--- src/rtl/cache_fill_arbiter_if.sv ---
// Cache-side and memory-side signal bundle for cache_fill_arbiter.
// The arbiter uses the slave modport; the caches/memory environment uses master.
interface cache_fill_arbiter_if #(
    parameter int ADDR_W         = 16,
    parameter int DATA_W         = 16,
    parameter int WORDS_PER_LINE = 8
);
    localparam int OFF_W = $clog2(WORDS_PER_LINE);

    logic              i_miss;
    logic [ADDR_W-1:0] i_miss_addr;
    logic              d_miss;
    logic [ADDR_W-1:0] d_miss_addr;
    logic              d_wr_req;
    logic [ADDR_W-1:0] d_wr_addr;
    logic [DATA_W-1:0] d_wr_data;

    logic              mem_en;
    logic              mem_wr;
    logic [ADDR_W-1:0] mem_addr;
    logic [DATA_W-1:0] mem_wdata;
    logic [DATA_W-1:0] mem_rdata;
    logic              mem_valid;

    logic [DATA_W-1:0] fill_data;
    logic [OFF_W-1:0]  fill_word;
    logic [ADDR_W-1:0] fill_addr;
    logic              fill_we_i;
    logic              fill_we_d;
    logic              tag_we_i;
    logic              tag_we_d;
    logic              d_wr_ack;
    logic              busy;
    logic              i_stall;
    logic              d_stall;

    modport slave (
        input  i_miss, i_miss_addr, d_miss, d_miss_addr,
        input  d_wr_req, d_wr_addr, d_wr_data,
        input  mem_rdata, mem_valid,
        output mem_en, mem_wr, mem_addr, mem_wdata,
        output fill_data, fill_word, fill_addr, fill_we_i, fill_we_d,
        output tag_we_i, tag_we_d, d_wr_ack, busy, i_stall, d_stall
    );

    modport master (
        output i_miss, i_miss_addr, d_miss, d_miss_addr,
        output d_wr_req, d_wr_addr, d_wr_data,
        output mem_rdata, mem_valid,
        input  mem_en, mem_wr, mem_addr, mem_wdata,
        input  fill_data, fill_word, fill_addr, fill_we_i, fill_we_d,
        input  tag_we_i, tag_we_d, d_wr_ack, busy, i_stall, d_stall
    );
endinterface

--- src/rtl/cache_fill_arbiter.sv ---
// Arbitrates I/D line fills and D write-through stores onto one pipelined memory;
// streams returned words into the granted cache, then pulses its tag write.
module cache_fill_arbiter #(
    parameter int ADDR_W         = 16,
    parameter int DATA_W         = 16,
    parameter int WORDS_PER_LINE = 8,
    parameter int ARB_MODE       = 0
) (
    input logic                  clk,
    input logic                  rst_n,
    cache_fill_arbiter_if.slave  bus
);
    localparam int unsigned OFF_W = $clog2(WORDS_PER_LINE);
    localparam logic [OFF_W-1:0] LAST_WORD = OFF_W'(WORDS_PER_LINE - 1);
    localparam logic [ADDR_W-1:0] BASE_MASK =
        {{(ADDR_W - OFF_W - 1){1'b1}}, {(OFF_W + 1){1'b0}}};

    typedef enum logic [1:0] {IDLE, FILL, TAG, WRITE} state_t;
    typedef enum logic {OWN_I, OWN_D} owner_t;

    state_t            state_q;
    owner_t            owner_q;
    owner_t            last_grant_q;
    logic [ADDR_W-1:0] line_base_q;
    logic [OFF_W-1:0]  issue_q;
    logic [OFF_W-1:0]  rcv_q;
    logic              mem_en_q;
    logic              mem_wr_q;
    logic [ADDR_W-1:0] mem_addr_q;
    logic [DATA_W-1:0] mem_wdata_q;
    logic [DATA_W-1:0] fill_data_q;
    logic [OFF_W-1:0]  fill_word_q;
    logic              fill_we_i_q;
    logic              fill_we_d_q;
    logic              tag_we_i_q;
    logic              tag_we_d_q;
    logic              d_wr_ack_q;

    owner_t            grant_d;
    logic [ADDR_W-1:0] line_base_d;
    logic [OFF_W-1:0]  issue_nxt;
    logic              last_strobe;

    always_comb begin
        grant_d = OWN_I;
        if (bus.i_miss && bus.d_miss) begin
            grant_d = (ARB_MODE == 1 && last_grant_q == OWN_I) ? OWN_D : OWN_I;
        end else if (bus.d_miss) begin
            grant_d = OWN_D;
        end
        line_base_d = ((grant_d == OWN_D) ? bus.d_miss_addr : bus.i_miss_addr) & BASE_MASK;
        issue_nxt   = issue_q + OFF_W'(1);
        last_strobe = (fill_we_i_q || fill_we_d_q) && (fill_word_q == LAST_WORD);
    end

    always_ff @(posedge clk or negedge rst_n) begin
        if (!rst_n) begin
            state_q      <= IDLE;
            owner_q      <= OWN_I;
            last_grant_q <= OWN_D;
            line_base_q  <= '0;
            issue_q      <= '0;
            rcv_q        <= '0;
            mem_en_q     <= 1'b0;
            mem_wr_q     <= 1'b0;
            mem_addr_q   <= '0;
            mem_wdata_q  <= '0;
            fill_data_q  <= '0;
            fill_word_q  <= '0;
            fill_we_i_q  <= 1'b0;
            fill_we_d_q  <= 1'b0;
            tag_we_i_q   <= 1'b0;
            tag_we_d_q   <= 1'b0;
            d_wr_ack_q   <= 1'b0;
        end else begin
            fill_we_i_q <= 1'b0;
            fill_we_d_q <= 1'b0;
            tag_we_i_q  <= 1'b0;
            tag_we_d_q  <= 1'b0;
            d_wr_ack_q  <= 1'b0;
            unique case (state_q)
                IDLE: begin
                    if (bus.i_miss || bus.d_miss) begin
                        state_q      <= FILL;
                        owner_q      <= grant_d;
                        last_grant_q <= grant_d;
                        line_base_q  <= line_base_d;
                        issue_q      <= '0;
                        rcv_q        <= '0;
                        mem_en_q     <= 1'b1;
                        mem_wr_q     <= 1'b0;
                        // word 0 address equals the line base (offset bits already clear)
                        mem_addr_q   <= line_base_d;
                    end else if (bus.d_wr_req) begin
                        state_q     <= WRITE;
                        mem_en_q    <= 1'b1;
                        mem_wr_q    <= 1'b1;
                        mem_addr_q  <= bus.d_wr_addr;
                        mem_wdata_q <= bus.d_wr_data;
                        d_wr_ack_q  <= 1'b1;
                    end
                end
                FILL: begin
                    if (mem_en_q) begin
                        if (issue_q == LAST_WORD) begin
                            mem_en_q <= 1'b0;
                        end else begin
                            issue_q    <= issue_nxt;
                            mem_addr_q <= {line_base_q[ADDR_W-1:OFF_W+1], issue_nxt, 1'b0};
                        end
                    end
                    if (bus.mem_valid) begin
                        fill_data_q <= bus.mem_rdata;
                        fill_word_q <= rcv_q;
                        rcv_q       <= rcv_q + OFF_W'(1);
                        fill_we_i_q <= (owner_q == OWN_I);
                        fill_we_d_q <= (owner_q == OWN_D);
                    end
                    if (last_strobe) begin
                        state_q    <= TAG;
                        tag_we_i_q <= (owner_q == OWN_I);
                        tag_we_d_q <= (owner_q == OWN_D);
                    end
                end
                TAG: begin
                    state_q <= IDLE;
                end
                WRITE: begin
                    state_q  <= IDLE;
                    mem_en_q <= 1'b0;
                    mem_wr_q <= 1'b0;
                end
                default: begin
                    state_q <= IDLE;
                end
            endcase
        end
    end

    assign bus.mem_en    = mem_en_q;
    assign bus.mem_wr    = mem_wr_q;
    assign bus.mem_addr  = mem_addr_q;
    assign bus.mem_wdata = mem_wdata_q;
    assign bus.fill_data = fill_data_q;
    assign bus.fill_word = fill_word_q;
    assign bus.fill_addr = line_base_q;
    assign bus.fill_we_i = fill_we_i_q;
    assign bus.fill_we_d = fill_we_d_q;
    assign bus.tag_we_i  = tag_we_i_q;
    assign bus.tag_we_d  = tag_we_d_q;
    assign bus.d_wr_ack  = d_wr_ack_q;
    assign bus.busy      = (state_q != IDLE);
    assign bus.i_stall   = bus.i_miss
                         | ((state_q != IDLE) && owner_q == OWN_I && state_q != WRITE);
    assign bus.d_stall   = bus.d_miss | (bus.d_wr_req & ~d_wr_ack_q)
                         | ((state_q != IDLE) && owner_q == OWN_D && state_q != WRITE);
endmodule

--- src/flat_wrapper.sv ---
// flat-port wrapper written by rule: the top's interface ports become plain ports
module cache_fill_arbiter_flat 
#(
    parameter int ADDR_W         = 16,
    parameter int DATA_W         = 16,
    parameter int WORDS_PER_LINE = 8,
    parameter int ARB_MODE       = 0
)
  (clk, rst_n, bus_i_miss, bus_i_miss_addr, bus_d_miss, bus_d_miss_addr, bus_d_wr_req, bus_d_wr_addr, bus_d_wr_data, bus_mem_rdata, bus_mem_valid, bus_mem_en, bus_mem_wr, bus_mem_addr, bus_mem_wdata, bus_fill_data, bus_fill_word, bus_fill_addr, bus_fill_we_i, bus_fill_we_d, bus_tag_we_i, bus_tag_we_d, bus_d_wr_ack, bus_busy, bus_i_stall, bus_d_stall);
  cache_fill_arbiter_if #(.ADDR_W(ADDR_W), .DATA_W(DATA_W), .WORDS_PER_LINE(WORDS_PER_LINE)) bus_i ();
  input logic clk;
  input logic rst_n;
  input wire logic [$bits(bus_i.i_miss)-1:0] bus_i_miss;
  input wire logic [$bits(bus_i.i_miss_addr)-1:0] bus_i_miss_addr;
  input wire logic [$bits(bus_i.d_miss)-1:0] bus_d_miss;
  input wire logic [$bits(bus_i.d_miss_addr)-1:0] bus_d_miss_addr;
  input wire logic [$bits(bus_i.d_wr_req)-1:0] bus_d_wr_req;
  input wire logic [$bits(bus_i.d_wr_addr)-1:0] bus_d_wr_addr;
  input wire logic [$bits(bus_i.d_wr_data)-1:0] bus_d_wr_data;
  input wire logic [$bits(bus_i.mem_rdata)-1:0] bus_mem_rdata;
  input wire logic [$bits(bus_i.mem_valid)-1:0] bus_mem_valid;
  output wire logic [$bits(bus_i.mem_en)-1:0] bus_mem_en;
  output wire logic [$bits(bus_i.mem_wr)-1:0] bus_mem_wr;
  output wire logic [$bits(bus_i.mem_addr)-1:0] bus_mem_addr;
  output wire logic [$bits(bus_i.mem_wdata)-1:0] bus_mem_wdata;
  output wire logic [$bits(bus_i.fill_data)-1:0] bus_fill_data;
  output wire logic [$bits(bus_i.fill_word)-1:0] bus_fill_word;
  output wire logic [$bits(bus_i.fill_addr)-1:0] bus_fill_addr;
  output wire logic [$bits(bus_i.fill_we_i)-1:0] bus_fill_we_i;
  output wire logic [$bits(bus_i.fill_we_d)-1:0] bus_fill_we_d;
  output wire logic [$bits(bus_i.tag_we_i)-1:0] bus_tag_we_i;
  output wire logic [$bits(bus_i.tag_we_d)-1:0] bus_tag_we_d;
  output wire logic [$bits(bus_i.d_wr_ack)-1:0] bus_d_wr_ack;
  output wire logic [$bits(bus_i.busy)-1:0] bus_busy;
  output wire logic [$bits(bus_i.i_stall)-1:0] bus_i_stall;
  output wire logic [$bits(bus_i.d_stall)-1:0] bus_d_stall;
  assign bus_i.i_miss = bus_i_miss;
  assign bus_i.i_miss_addr = bus_i_miss_addr;
  assign bus_i.d_miss = bus_d_miss;
  assign bus_i.d_miss_addr = bus_d_miss_addr;
  assign bus_i.d_wr_req = bus_d_wr_req;
  assign bus_i.d_wr_addr = bus_d_wr_addr;
  assign bus_i.d_wr_data = bus_d_wr_data;
  assign bus_i.mem_rdata = bus_mem_rdata;
  assign bus_i.mem_valid = bus_mem_valid;
  assign bus_mem_en = bus_i.mem_en;
  assign bus_mem_wr = bus_i.mem_wr;
  assign bus_mem_addr = bus_i.mem_addr;
  assign bus_mem_wdata = bus_i.mem_wdata;
  assign bus_fill_data = bus_i.fill_data;
  assign bus_fill_word = bus_i.fill_word;
  assign bus_fill_addr = bus_i.fill_addr;
  assign bus_fill_we_i = bus_i.fill_we_i;
  assign bus_fill_we_d = bus_i.fill_we_d;
  assign bus_tag_we_i = bus_i.tag_we_i;
  assign bus_tag_we_d = bus_i.tag_we_d;
  assign bus_d_wr_ack = bus_i.d_wr_ack;
  assign bus_busy = bus_i.busy;
  assign bus_i_stall = bus_i.i_stall;
  assign bus_d_stall = bus_i.d_stall;
  cache_fill_arbiter #(.ADDR_W(ADDR_W), .DATA_W(DATA_W), .WORDS_PER_LINE(WORDS_PER_LINE), .ARB_MODE(ARB_MODE)) u_core (.clk(clk), .rst_n(rst_n), .bus(bus_i));
endmodule
--- config.mk ---
export PLATFORM = sky130hd
export DESIGN_NAME = cache_fill_arbiter_flat
export DESIGN_NICKNAME = d
export VERILOG_FILES = /design/src/rtl/cache_fill_arbiter_if.sv /design/src/rtl/cache_fill_arbiter.sv /design/src/flat_wrapper.sv
export SDC_FILE = /design/constraint.sdc
export NUM_CORES = 1
export LEC_CHECK = 0
export CORE_ASPECT_RATIO = 1.2
export CORE_MARGIN = 5
export CORE_UTILIZATION = 39
export CTS_CLUSTER_DIAMETER = 50
export CTS_CLUSTER_SIZE = 8
export DETAILED_ROUTE_END_ITERATION = 7
export GPL_ROUTABILITY_DRIVEN = 0
export PLACE_DENSITY_LB_ADDON = 0.05
export SYNTH_ARGS = -nofsm -noshare
export SYNTH_HDL_FRONTEND = slang
export SYNTH_SLANG_ARGS = --single-unit
--- constraint.sdc ---
create_clock -name clk -period 2 [get_ports clk]
set_input_delay 0.4 -clock clk [delete_from_list [all_inputs] [get_ports clk]]
set_output_delay 0.4 -clock clk [all_outputs]
set_load 0.05 [all_outputs]
* After elaboration in Yosys (flattened, before gate mapping)
Index checks and enable logic that the tools add are counted.
** Storage, ports and cells
- Bits in registers :: 79
- Output and inout port bits :: 77
** Operators by class
- $add $sub $neg :: 2
- Eq/ne operators :: 12
- Mux-type cells :: 36
- Bitwise logic cells :: 7
- Reduce and logical (&&, ||, !) cells :: 23
** Operators with widths (number)
- 16-bit 2-to-1 mux :: 5
- 16-bit one-hot mux with 2 select lines :: 1
- 1-bit 2-to-1 mux :: 18
- 3-bit 2-to-1 mux :: 4
- 3-bit one-hot mux with 2 select lines :: 2
- 2-bit AND reduction :: 5
- 4-bit AND reduction :: 2
- 3-bit by 1-bit adder with 3-bit output (second input constant) :: 2
- 3-bit == test (second input constant) :: 2
- 1-bit logical AND :: 6
- 2-bit 2-to-1 mux :: 3
- 2-bit by 1-bit inequality test with 1-bit output (second input constant) :: 3
- 2-bit inequality test (second input constant) :: 3
- 2-bit one-hot mux with 3 select lines :: 1
- 3-bit AND reduction :: 2
- 2-bit nonzero test :: 3
- 2-bit == test (second input constant) :: 2
- 3-bit by 2-bit inequality test with 1-bit output (second input constant) :: 1
- 1-bit NOT :: 3
- 1-bit bitwise OR :: 3
- 1-bit one-hot mux with 3 select lines :: 1
- 3-bit nonzero test :: 1
- 2-bit by 1-bit == test with 1-bit output (second input constant) :: 1
- 2-bit zero test :: 1
- 4 further kinds :: 5

* Logic depth before layout (Yosys ltp)
Gate-level depths: netlist of run 1.
- Depth after elaboration :: 5
- Gate-level depth with buffers :: 8

* Worst setup path before layout of run 1
No wires, ideal clock.
- Path type :: register -> output
- Start :: register u_core.state_q[0]
- End :: output bus_i_stall
- Data arrival time :: 2.217 ns
- Data required time :: 1.600 ns
- Setup slack :: -0.617 ns
- Cell stages (with the launch flop) :: 6
- Path buffers :: 2
- Cell sequence :: dfrtp_1 -> inv_1 -> ha_1 -> buf_2 -> clkbuf_1 -> o31ai_1
** On the way
- Cells in the longest elaborated chain, start to end :: 4
- Elaborated cells on any way between the ends :: 5
- Those cells by class :: eq/ne: 1; bitwise: 1; reduce/logical: 3
** RTL lines
- start: declaration :: line cache_fill_arbiter.sv:21 : state_t state_q;
- start signal: assignment :: line cache_fill_arbiter.sv:58 : state_q <= IDLE;
- start signal: assignment :: line cache_fill_arbiter.sv:84 : state_q <= FILL;
- start signal: assignment :: line cache_fill_arbiter.sv:95 : state_q <= WRITE;
- 2-bit nonzero test :: line cache_fill_arbiter.sv:154 : | ((state_q != IDLE) && owner_q == OWN_I && state_q != WRITE);
- 1-bit logical AND :: line cache_fill_arbiter.sv:154
- 1-bit logical AND (*) :: line cache_fill_arbiter.sv:154
- 1-bit bitwise OR (*) :: line cache_fill_arbiter.sv:154
- end: declaration :: line flat_wrapper.sv:35 : output wire logic [$bits(bus_i.i_stall)-1:0] bus_i_stall;
Mark *: on every way between the ends. The rest lies on a longest branch, timed or not.

* Worst setup path in the final report of run 1
- Start :: input bus_d_wr_req
- End :: output bus_d_stall
** On the way
- Cells in the longest elaborated chain, start to end :: 3
** RTL lines
- start: declaration :: line flat_wrapper.sv:17 : input wire logic [$bits(bus_i.d_wr_req)-1:0] bus_d_wr_req;
- 1-bit AND :: line cache_fill_arbiter.sv:155 : assign bus.d_stall = bus.d_miss | (bus.d_wr_req & ~d_wr_ack_q)
- 1-bit bitwise OR :: line cache_fill_arbiter.sv:155
- 1-bit bitwise OR :: line cache_fill_arbiter.sv:156 : | ((state_q != IDLE) && owner_q == OWN_D && state_q != WRITE);
- end: declaration :: line flat_wrapper.sv:36 : output wire logic [$bits(bus_i.d_stall)-1:0] bus_d_stall;
No other way between the ends.

==> impl_metrics.py, run 1 <==
metrics = {
    "power_and_ir_drop": {
        "sw_frac_of_total_pct": 44.08,
        "power.share.combinational_pct": 62.5,
        "power.net_switching_mw": 5.628,
        "power_mw": 12.77,
        "total_leakage_power_nw": 2.823,
        "share_clk_of_total_power_pct": 14.9,
        "power_density_nw_per_um2": 2003,
        "seq_power_share_pct": 22.6,
        "cellInternalPower_mw": 7.139,
        "max-vdd-ir-drop_mv": 0.8881,
    },
    "timing": {
        "relSlewSlack_pct": 64.67,
        "timing_worst_slew_pin_value_ns": 0.5283,
        "clock.fmax_ghz": 0.5052,
        "timing.final.setup_violations": 0,
        "finalMaxSlewViolations": 0,
        "finalWorstPathRequiredPeriod_ns": 1.979,
        "clock_skew_ns": 0.005353,
        "number_of_failing_hold_endpoints_at_the_final_stage": 4,
        "final.period_utilization_pct": 98.97,
        "timing.hold.ws_ns": -0.004627,
    },
    "synth": {
        "post-synth-top-count-cell": "dfrtp_1",
        "yosys.area.top_type_share_pct": 50.22,
        "synth_cell_types": 41,
        "post_synth_inst_count": 331,
        "ys.flop_type": "dfrtp_1",
        "ys_top_cells_by_count": "79 x dfrtp_1, 41 x mux2_2, 25 x o22ai_1",
        "synth_top_cell_by_area": "dfrtp_1",
        "synth.avg_cell_area_um2": 11.89,
        "synth_enable_flop_cells": 0,
        "synthTopCellsByArea": "dfrtp_1 50%, mux2_2 12%, o22ai_1 4.0%",
        "syn-cell-area_um2": 3936,
        "synth_seq_area_share_pct": 50.22,
        "synth-warning-count": 0,
        "synth-async-reset-ratio_pct": 100.0,
        "synth-seq-cells": 79,
    },
    "global_route": {
        "grt_pass1_wl_um": 18640,
        "antenna_violations_before_repair": 0,
        "grt_overflow_total": 0,
        "grt_max_degree": 51,
        "grt_usage_pct": 19.55,
        "first_global_vias": 3633,
    },
    "worst_setup_path": {
        "arrival_ns": 1.58,
        "crit_buf_inv": 3,
        "critPathRequiredTime_ns": 1.60,
        "path_class": "in2out",
        "largest_stage_delay_on_the_critical_path_ns": 0.47,
        "setup.worst_path.end_class": "primary output",
        "ff2ff_setup_slack_ns": 0.05,
        "critical_path_peak_fanout": 2,
        "worst_path_dominant_cell_family": "buffers and inverters",
        "element_type_at_the_critical_path_start": "input pin",
        "crit_path_cell_chain": "clkdlybuf4s50_1 -> buf_4 -> a221o_1 -> buf_12",
        "crit_slowest_cell": "clkdlybuf4s50_1",
    },
    "layout": {
        "layout.filler_cells": 792,
        "design_area_um2": 6374,
        "syn_to_final_growth_pct": 61.92,
        "share_of_cells_above_drive_strength_1_pct": 26.60,
        "regArea_um2": 1978,
        "fin_nets": 605,
        "diodes": 0,
        "multi_input_comb_area_um2": 1839,
    },
    "placement": {
        "post_dp_cell_area_um2": 5741,
        "port_buffers": 150,
        "place.detailed.hpwl_um": 8042,
    },
    "floorplanning": {
        "rows": 40,
        "die_h_um": 120.1,
        "floorplan.initialDensity_pct": 39.52,
        "floorplan.core_area_um2": 9960,
        "io_pins": 163,
        "die_w_um": 101.7,
        "die_area_um2": 12210,
    },
    "routing": {
        "drt-initial-drc-count": 99,
        "met2_wirelength_um": 6223,
        "drtPass1Iterations": 6,
        "m1WireLength_um": 4401,
        "wl_per_cell_um": 18.23,
        "detail_route.wirelength_um": 11690,
        "top_layer": "met4",
        "drt.antenna.violating_nets": 0,
        "drc_errors": 0,
        "vias": 3327,
        "routed-wl-met3_um": 760,
        "route.detailed.vias_per_inst": 5.190,
    },
    "run_status": {
        "failing_checks": "negative hold slack",
        "outcome": "finished with violations",
    },
    "min_path": {
        "worstHoldPathType": "in2async",
    },
    "cts": {
        "cts-root-buf": "clkbuf_16",
        "clock_sinks": 79,
        "clkTransAtPathRegs_ns": 0.05,
        "clk_path_buf_depth": 2,
        "numCtsBuffers": 9,
        "ctsHoldBuffers": 0,
        "clock_tree_from_tritoncts": "done",
        "clk_latency_ns": 0.34,
        "number_of_h_tree_levels": 3,
    },
    "flow_run": {
        "cap_violations": 0,
    },
}
## state kept, by name, summed over array words and instances, names as in the netlist, 2 cells and up
signal and flops:
u_core.state_q 2, u_core.bus.mem_addr 16, u_core.bus.fill_word 3, u_core.bus.fill_addr 12
u_core.issue_q 3, u_core.bus.fill_data 16, u_core.rcv_q 3, u_core.bus.mem_wdata 16
## power by group through the flow
stage	clock network (mW)	logic, mW	registers (mW)
3_5_place_dp	0	7.26	2.89
2_1_floorplan	0	2.52	5.14
5_1_grt	2.00	8.42	2.98
6_report	1.90	7.98	2.88
3_3_place_gp	0	7.16	2.86
4_1_cts	1.93	7.74	2.88
## routing by layer
layer	GRT usage, %	vias up
met2	33.96	108
li1	-	1553
met4	8.396	0
met5	0	-
met1	22.74	1645
met3	4.360	21
## path summary, 6_finish.rpt
check / from / to / cells past startpoint
min in group clk: u_core.bus.mem_wdata[11]$_DFFE_PN0P_ / u_core.bus.mem_wdata[11]$_DFFE_PN0P_ / 1
setup / recovery: bus_d_wr_req / bus_d_stall / 4
max in group asynchronous: rst_n / u_core.state_q[0]$_DFFE_PN0P_ / 2
setup reg to reg: u_core.state_q[0]$_DFFE_PN0P_ / u_core.rcv_q[2]$_DFFE_PN0P_ / 8
hold reg to reg: u_core.bus.mem_wdata[11]$_DFFE_PN0P_ / u_core.bus.mem_wdata[11]$_DFFE_PN0P_ / 1
hold / removal: rst_n / u_core.bus.mem_addr[3]$_DFFE_PN0P_ / 1
## timing repair
action	CTS	global route
pin swaps	4	6
resized for setup	15	19
setup endpoints to repair	22	33
gates cloned	1	2
buffers inserted	8	3
## stage by stage
| step | hold slack, ns | setup WS, ns | util (%) | setup TNS, ns | instances |
|---|---|---|---|---|---|
| after detailed placement | 0.3664 | -0.5299 | 57.64 | -12.63 | 612 |
| after global placement | 0.3685 | -0.4560 | 57.64 | -10.96 | 612 |
| after CTS | 0.005393 | -0.08745 | 62.84 | -0.1588 | 637 |
| after global routing | 0.03164 | -0.001652 | 64.00 | -0.003009 | 641 |
| after floorplan | 0.1044 | 0.01908 | - | 0 | 334 |
| final | -0.004627 | 0.02060 | 64.00 | 0 | 641 |
## layout by cell type, fill, tap and decap left out, types with 2 or more instances in the layout
cell and count:
clkdlybuf4s50_1 134, dfrtp_1 78, mux2_2 40, buf_4 35, o22ai_1 25, inv_1 15
nor2_1 14, a21oi_1 14, mux2i_1 13, nor2b_1 12, nand2_1 11, mux2_4 11
clkbuf_16 11, a221oi_1 9, o21ai_0 9, buf_12 8, dlymetal6s2s_1 6, nand2b_1 5
buf_6 5, nand3b_1 4, ha_1 4, conb_1 4, a222oi_1 3, a22o_1 3
ha_4 3, bufinv_16 3, inv_2 2, or2_2 2, and3_1 2, o41ai_1 2
ha_2 2, clkinvlp_4 2
## area by class of cell
cell class	count	area share, %
Clock buffer	11	3.808
Multi-Input combinational cell	211	28.86
Timing Repair Buffer	192	31.17
Tap cell	126	2.473
Clock inverter	5	1.649
Sequential cell	79	31.04
Inverter	17	1.001
## kinds of logic (layout without fill, tap and decap cells)
family                   Yosys count  count (layout)  synth area share, %
flip-flops                        79              79                50.22
multiplexers                      65              65                19.14
AND/OR/NAND/NOR                   57              57                8.519
buffers and inverters             44             225                5.436
other                              1               4              0.09527
AO/OA/AOI/OAI                     76              76                13.73
adder cells (fa/ha/maj)            9               9                2.861
(Power assumes the default switching activity.)
==> inputs of run 2 (changes only) <==
--- a/config.mk
+++ b/config.mk
@@ -12,7 +12,7 @@
 export CTS_CLUSTER_SIZE = 8
 export DETAILED_ROUTE_END_ITERATION = 7
 export GPL_ROUTABILITY_DRIVEN = 0
-export PLACE_DENSITY_LB_ADDON = 0.05
+export PLACE_DENSITY_LB_ADDON = 0.1
 export SYNTH_ARGS = -nofsm -noshare
 export SYNTH_HDL_FRONTEND = slang
 export SYNTH_SLANG_ARGS = --single-unit
==> run 2 against run 1 <==
  * Routed wire length decreased by 3.5%
  * Utilization is 1.5 points lower
  * Highest routed layer unchanged
  * The run ends with negative setup slack left
  * Non-clock buffer count is 3 lower
  * Combinational power down 5.0%
  * Largest cell class is now flip-flops and latches
==> impl_metrics.py, run 2 (synthesis gave the netlist of run 1 again) <==
metrics = {
    "run_status": {
        "outcome": "finished with violations",
        "failing_checks": "negative setup slack",
    },
    "global_route": {
        "grt_pass1_wl_um": 17600,
        "grt_max_degree": 36,
        "first_global_vias": 3481,
        "grt_overflow_total": 0,
        "grt_usage_pct": 18.55,
        "antenna_violations_before_repair": 0,
    },
    "power_and_ir_drop": {
        "total_leakage_power_nw": 2.752,
        "max-vdd-ir-drop_mv": 1.319,
        "power_density_nw_per_um2": 1964,
    },
    "cts": {
        "cts-root-buf": "clkbuf_16",
        "clock_sinks": 79,
        "clkTransAtPathRegs_ns": 0.06,
        "clk_latency_ns": 0.34,
        "number_of_h_tree_levels": 3,
        "clk_path_buf_depth": 2,
        "clock_tree_from_tritoncts": "done",
        "ctsHoldBuffers": 0,
        "numCtsBuffers": 9,
    },
    "routing": {
        "route.detailed.vias_per_inst": 5.202,
        "top_layer": "met4",
        "m1WireLength_um": 4291,
        "detail_route.wirelength_um": 11270,
        "drc_errors": 0,
        "wl_per_cell_um": 17.67,
        "drtPass1Iterations": 5,
        "routed-wl-met3_um": 899,
        "drt.antenna.violating_nets": 0,
        "met2_wirelength_um": 5810,
        "drt-initial-drc-count": 98,
        "vias": 3319,
    },
    "worst_setup_path": {
        "startpoint": "u_core.state_q[0]$_DFFE_PN0P_",
        "critPathRequiredTime_ns": 1.60,
        "setup.worst_path.end_class": "primary output",
        "r2r-start": "u_core.state_q[0]$_DFFE_PN0P_",
        "critical_path_peak_fanout": 4,
        "largest_stage_delay_on_the_critical_path_ns": 0.41,
        "cp.depth": 5,
        "worst_path_dominant_cell_family": "flip-flops",
        "path_class": "reg2out",
        "regToRegEndpoint": "u_core.bus.mem_addr[10]$_DFFE_PN0P_",
        "crit_buf_inv": 2,
        "ff2ff_setup_slack_ns": 0.02,
        "rr_worst_depth": 7,
        "crit_slowest_cell": "dfrtp_2",
        "crit_path_cell_chain": "buf_4 -> ha_4 -> nor2_2 -> a221o_1 -> buf_12",
        "arrival_ns": 1.62,
        "endpoint": "bus_d_stall",
        "element_type_at_the_critical_path_start": "register",
    },
    "placement": {
        "post_dp_cell_area_um2": 5728,
        "place_inst": 612,
        "place.detailed.hpwl_um": 8086,
        "port_buffers": 150,
    },
    "layout": {
        "fin_nets": 602,
        "diodes": 0,
        "layout.filler_cells": 824,
        "final_common_cell": "clkdlybuf4s50_1",
        "stdcell_count": 638,
        "share_of_cells_above_drive_strength_1_pct": 27.34,
        "design_area_um2": 6227,
        "final_util_pct": 62.53,
        "final_cell_mix": "132 x clkdlybuf4s50_1, 77 x dfrtp_1, 43 x buf_4",
        "syn_to_final_growth_pct": 58.20,
    },
    "timing": {
        "number_of_failing_hold_endpoints_at_the_final_stage": 0,
        "relSlewSlack_pct": 64.66,
        "finalMaxSlewViolations": 0,
        "final.period_utilization_pct": 100.8,
        "finalWorstPathRequiredPeriod_ns": 2.016,
        "rsz0062_at_grt": "yes",
        "timing_worst_slew_pin_value_ns": 0.5285,
        "setup_ws_ns": -0.01622,
        "clock.fmax_ghz": 0.4960,
        "clock_skew_ns": 0.006719,
        "timing.final.setup_violations": 1,
    },
    "floorplanning": {
        "die_h_um": 120.1,
        "floorplan.core_area_um2": 9960,
        "io_pins": 163,
        "rows": 40,
        "floorplan.initialDensity_pct": 39.52,
        "die_area_um2": 12210,
        "die_w_um": 101.7,
    },
    "flow_run": {
        "cap_violations": 0,
    },
    "min_path": {
        "worstHoldPathType": "in2async",
    },
}
run 2: through the flow:
step	power, mW	setup WS [ns]	TNS [ns]	hold slack (ns)
finish	12.23	-0.01622	-0.01622	0.02013
global route	12.84	-0.05934	-0.3613	0.05890
CTS	12.07	0.01184	0	0.03708
detailed placement	10.16	-0.1552	-4.832	0.3998
global placement	10.08	-0.1444	-4.207	0.3969
floorplan	7.653	0.01908	0	0.1044
run 2: worst register-to-register path, stage by stage (launching register included):
cell and delay [ns]:
dfrtp_2 0.41, inv_2 0.07, buf_4 0.14, ha_2 0.20
nor4b_4 0.15, a211oi_4 0.35, clkbuf_16 0.25, mux2_4 0.30
run 2: worst min-delay path by stage:
stage	endpoint	slack, ns	depth (start not counted)
finish	u_core.bus.mem_addr[0]$_DFFE_PN0P_	0.02	1
global route	u_core.bus.mem_addr[0]$_DFFE_PN0P_	0.06	1
CTS	u_core.bus.mem_addr[0]$_DFFE_PN0P_	0.04	1
detailed placement	u_core.bus.mem_wr$_DFFE_PN0P_	0.40	1
global placement	u_core.bus.mem_wr$_DFFE_PN0P_	0.40	1
floorplan	u_core.bus.d_wr_ack$_DFF_PN0_	0.10	0
run 2: final cells by class:
type / instances / area, µm² / share of cell area [%]
repair buffers: 189 / 1873 / 30.08
well taps: 126 / 157.7 / 2.532
clock buffers: 11 / 232.7 / 3.737
clock inverters: 5 / 82.58 / 1.326
inverters: 17 / 66.31 / 1.065
multi-input cells: 211 / 1836 / 29.48
flip-flops and latches: 79 / 1979 / 31.79
run 2: repair_timing:
item,4_1_cts,5_1_grt
hold endpoints to repair,0,0
setup endpoints to repair,6,22
gates cloned,0,1
gates resized for setup,9,15
buffers inserted,5,4
pin swaps,2,3
run 2: layer usage:
| layer | global-route usage [%] | vias to the layer above |
|---|---|---|
| li1 | - | 1539 |
| met1 | 21.79 | 1624 |
| met2 | 31.63 | 136 |
| met3 | 3.779 | 20 |
| met4 | 9.227 | 0 |
| met5 | 0 | - |
run 2: power breakdown:
group	switching [mW]	internal, mW
combinational	4.34	3.24
sequential	0.523	2.36
clock	0.662	1.10
